--- src/rtl/bp_fe_mock_be_fifo.sv ---
// Small FIFO buffering FE queue entries for the mock back-end.
// Ports: clk_i/reset_n_i (async active-low), flush_i (synchronous, drops all
// contents including a same-cycle write), data_i/v_i/ready_o (ready/valid in),
// data_o/v_o/yumi_i (valid/yumi out). els_p must be a power of two.
module bp_fe_mock_be_fifo #(
    parameter int width_p = 8,
    parameter int els_p   = 4
) (
    input  logic               clk_i,
    input  logic               reset_n_i,
    input  logic               flush_i,
    input  logic [width_p-1:0] data_i,
    input  logic               v_i,
    output logic               ready_o,
    output logic [width_p-1:0] data_o,
    output logic               v_o,
    input  logic               yumi_i
);

    localparam int ptr_w_lp = $clog2(els_p);
    typedef logic [ptr_w_lp-1:0] ptr_t;
    typedef logic [ptr_w_lp:0]   cnt_t;
    localparam cnt_t els_lp = cnt_t'(els_p);

    logic [width_p-1:0] mem_r [els_p];
    ptr_t wr_ptr_r;
    ptr_t rd_ptr_r;
    cnt_t count_r;
    logic enq_s;
    logic deq_s;

    assign ready_o = (count_r != els_lp);
    assign v_o     = (count_r != cnt_t'(0));
    assign data_o  = mem_r[rd_ptr_r];
    assign enq_s   = v_i && ready_o;
    assign deq_s   = yumi_i && v_o;

    // Pointer and occupancy tracking; flush empties the buffer outright.
    always_ff @(posedge clk_i or negedge reset_n_i) begin
        if (!reset_n_i) begin
            wr_ptr_r <= '0;
            rd_ptr_r <= '0;
            count_r  <= '0;
        end else if (flush_i) begin
            wr_ptr_r <= '0;
            rd_ptr_r <= '0;
            count_r  <= '0;
        end else begin
            if (enq_s) begin
                wr_ptr_r <= wr_ptr_r + ptr_t'(1);
            end
            if (deq_s) begin
                rd_ptr_r <= rd_ptr_r + ptr_t'(1);
            end
            case ({enq_s, deq_s})
                2'b10:   count_r <= count_r + cnt_t'(1);
                2'b01:   count_r <= count_r - cnt_t'(1);
                default: count_r <= count_r;
            endcase
        end
    end

    // Entry storage; pointers wrap naturally because els_p is a power of two.
    always_ff @(posedge clk_i or negedge reset_n_i) begin
        if (!reset_n_i) begin
            for (int i = 0; i < els_p; i++) begin
                mem_r[i] <= '0;
            end
        end else if (enq_s && !flush_i) begin
            mem_r[wr_ptr_r] <= data_i;
        end
    end

endmodule

--- config.mk ---
export PLATFORM = sky130hd
export DESIGN_NAME = bp_fe_mock_be_fifo
export DESIGN_NICKNAME = d
export VERILOG_FILES = /design/src/rtl/bp_fe_mock_be_fifo.sv
export SDC_FILE = /design/constraint.sdc
export NUM_CORES = 1
export LEC_CHECK = 0
export BUFFER_PORTS_ARGS = -buffer_cell sky130_fd_sc_hd__buf_2
export CELL_PAD_IN_SITES_DETAIL_PLACEMENT = 0
export CELL_PAD_IN_SITES_GLOBAL_PLACEMENT = 1
export CORE_UTILIZATION = 48
export CTS_CLUSTER_SIZE = 30
export DETAILED_ROUTE_END_ITERATION = 6
export PLACE_DENSITY = 0.87
export SETUP_SLACK_MARGIN = 0.1
export SLEW_MARGIN = 40
export SYNTH_ARGS = -nofsm -noshare
export SYNTH_HDL_FRONTEND = slang
export SYNTH_SLANG_ARGS = --single-unit
--- constraint.sdc ---
create_clock -name clk_i -period 2.2 [get_ports clk_i]
set_input_delay 0.22 -clock clk_i [delete_from_list [all_inputs] [get_ports clk_i]]
set_output_delay 0.22 -clock clk_i [all_outputs]
set_load 0.1 [all_outputs]
==> impl_metrics.json <==
{
  "p_per_area_mw_per_mm2": 1270,
  "finalHoldViolations": 0,
  "finalWorstPathRequiredPeriod_ns": 2.006,
  "final_core_util_pct": 57.45,
  "min_from": "flush_i",
  "core_sq_mm": 0.004058,
  "post_dp_cell_area_sq_mm": 0.002231,
  "syn_to_final_growth_pct": 12.57,
  "slew_violations": 0,
  "synth_warnings": 0,
  "syn_avg_cell_area_sq_um": 15.01,
  "drt-total-wl_um": 3704,
  "synth.net_count": 156,
  "dpl.hpwl_um": 2672,
  "clkPwrFrac_pct": 15.8,
  "path_cells": "or3b_4 > and3b_1 > nand2_8 > mux2_4",
  "ys_types": 32,
  "peakVddDrop_mv": 0.5406,
  "end_kind": "flop",
  "arrival_ns": 2.18,
  "intPower_mw": 1.718,
  "die_width_um": 67.68,
  "critPathKind": "flop to flop",
  "floorplan.initialDensity_pct": 51.03,
  "clk_pin_slew_ns": 0.07,
  "overflow": 0,
  "cap_violations": 0,
  "grt_pass1_vias": 1253,
  "num-nets-final": 182,
  "rows": 23,
  "tightest_slew_ns": 0.7196,
  "cp-startpoint": "count_r[2]",
  "ys_seq_elements": 39,
  "htreeDepth": 2,
  "final_common_cell": "dfrtp_1",
  "clkSinkCount": 39,
  "cts_tree": "yes",
  "drt-initial-drc-count": 49,
  "syn_area_sq_mm": 0.002071,
  "root_buffer": "clkbuf_8",
  "critPathBufInv": 0,
  "vias": 1181,
  "hp-class": "input port to flop",
  "io_pins": 23,
  "synth_cells": 138,
  "fin_skew_ns": 0.003247,
  "gp_congestion": 0.7396,
  "cp_top_family": "simple AND/OR/NAND/NOR gates",
  "numCtsBuffers": 5,
  "drive_above_1_share_pct": 49.09,
  "cp_max_fo": 9,
  "cp.required_ns": 2.37,
  "p_switching_mw": 1.241,
  "status": "finished, final reports clean",
  "critPathLaunchType": "flop",
  "seqPwrFrac_pct": 38.1,
  "drcViolationCount": 0,
  "wire_per_inst_um": 17.23,
  "setup_viol": 0,
  "insertedDiodeCount": 0,
  "antenna_found_initial": 0,
  "max_slew_margin_pct": 52.03,
  "p_comb_share_pct": 46.0,
  "final_cell_mix": "dfrtp_1 (37), mux2_4 (32), buf_2 (21)",
  "rsz0062_at_grt": "no",
  "first_pass_iters": 4,
  "max_freq_mhz": 498.6,
  "final_area_sq_mm": 0.002331,
  "period_share_pct": 91.16,
  "finalSetupTns_ns": 0,
  "grt_pass1_wl_um": 6113,
  "cp_slowest_stage_delay_ns": 0.63,
  "io_buffer_count": 22,
  "crit_slowest_cell": "and3b_1",
  "routed_via_density": 5.493,
  "ys_seq_area_share_pct": 47.13,
  "leakage_nw": 1.121,
  "grt_max_degree": 40,
  "die_y_um": 67.68,
  "r2r_slack_ns": 0.19,
  "postRouteAntennaNets": 0,
  "clk_latency_ns": 0.29,
  "swShare_pct": 41.93,
  "clk_path_buf_depth": 2,
  "r2r_start": "count_r[2]",
  "grtUsageTotal_pct": 18.59,
  "die_area_sq_mm": 0.004581
}
[synth_stat cells (all sizes together)]
library cell / number / area [sq um]
a211oi: 1 / 7.510
a21oi: 2 / 10.01
a31oi: 1 / 6.260
a41oi: 1 / 8.760
and2b: 1 / 8.760
and3: 1 / 6.260
and3b: 1 / 8.760
buf: 4 / 23.77
clkbuf: 2 / 7.510
dfrtp: 39 / 975.9
fa: 1 / 20.02
ha: 4 / 50.05
inv: 2 / 7.510
mux2: 32 / 480.5
mux4: 8 / 180.2
nand2: 10 / 102.6
nand2b: 1 / 6.260
nand3: 5 / 25.02
nor2: 8 / 30.03
nor3: 1 / 5.000
o21ai: 3 / 15.01
o21bai: 1 / 7.510
o221ai: 1 / 8.760
or3: 2 / 13.77
or3b: 2 / 20.02
xnor2: 2 / 17.52
xor2: 2 / 17.52
[stage by stage]
stage / total power, mW / hold WS [ns] / worst slack, ns / cells
global route: 3.102 / 0.2059 / 0.1053 / 215
floorplan: 2.301 / -0.07559 / 0.1341 / 138
CTS: 2.982 / 0.06316 / 0.1639 / 214
finish: 2.959 / 0.1987 / 0.1944 / 215
global placement: 2.457 / 0.3628 / 0.2255 / 206
detailed placement: 2.506 / 0.3782 / 0.1806 / 206
[routing by layer]
metal	up-vias	GRT usage [%]	wire (um)
li1	550	-	-
met1	603	24.13	1676
met2	22	30.45	1878
met3	6	3.547	88
met4	0	7.181	60
met5	-	0	0
[sequential cells by signal, indices dropped and copies added, names as in the netlist]
register,count
wr_ptr_r,2
count_r,3
mem_r,32
rd_ptr_r,2
[layout make-up]
class                   instances  area [sq um]
clock buffers                   6         72.57
clock inverters                 2         12.51
fillers                       312          1727
inverters                       2         7.507
multi-input cells              91          1060
flip-flops and latches         39         978.4
well taps                      50         62.56
repair buffers                 25         137.6
[path summary, 6_finish.rpt]
path | cells past startpoint | to
max reg2reg | 4 | mem_r[6]
min in group asynchronous | 2 | mem_r[20]
min | 2 | wr_ptr_r[0]
max | 4 | mem_r[6]
max in group asynchronous | 2 | rd_ptr_r[0]
min reg2reg | 1 | mem_r[11]
[logic make-up after synthesis]
group | synth area share, %
simple gates | 10.94
xor+xnor | 1.692
buf+inv | 1.873
compound gates | 3.082
flops | 47.13
mux | 31.90
fa+ha+maj | 3.384
[power groups by stage]
| stage | sequential (mW) | combinational, mW | clock [mW] |
|---|---|---|---|
| 2_1_floorplan | 1.06 | 1.24 | 0 |
| 3_3_place_gp | 1.12 | 1.33 | 0 |
| 3_5_place_dp | 1.14 | 1.36 | 0 |
| 4_1_cts | 1.13 | 1.37 | 0.481 |
| 5_1_grt | 1.16 | 1.43 | 0.508 |
| 6_report | 1.13 | 1.36 | 0.469 |
[repair_timing]
action	4_1_cts	5_1_grt
endpoints found under the hold margin	0	39
setup endpoints to repair	8	1
hold buffers	0	1
buffers inserted	0	0
gates resized for setup	1	1
Note: power is estimated with default switching activity, not from simulation.
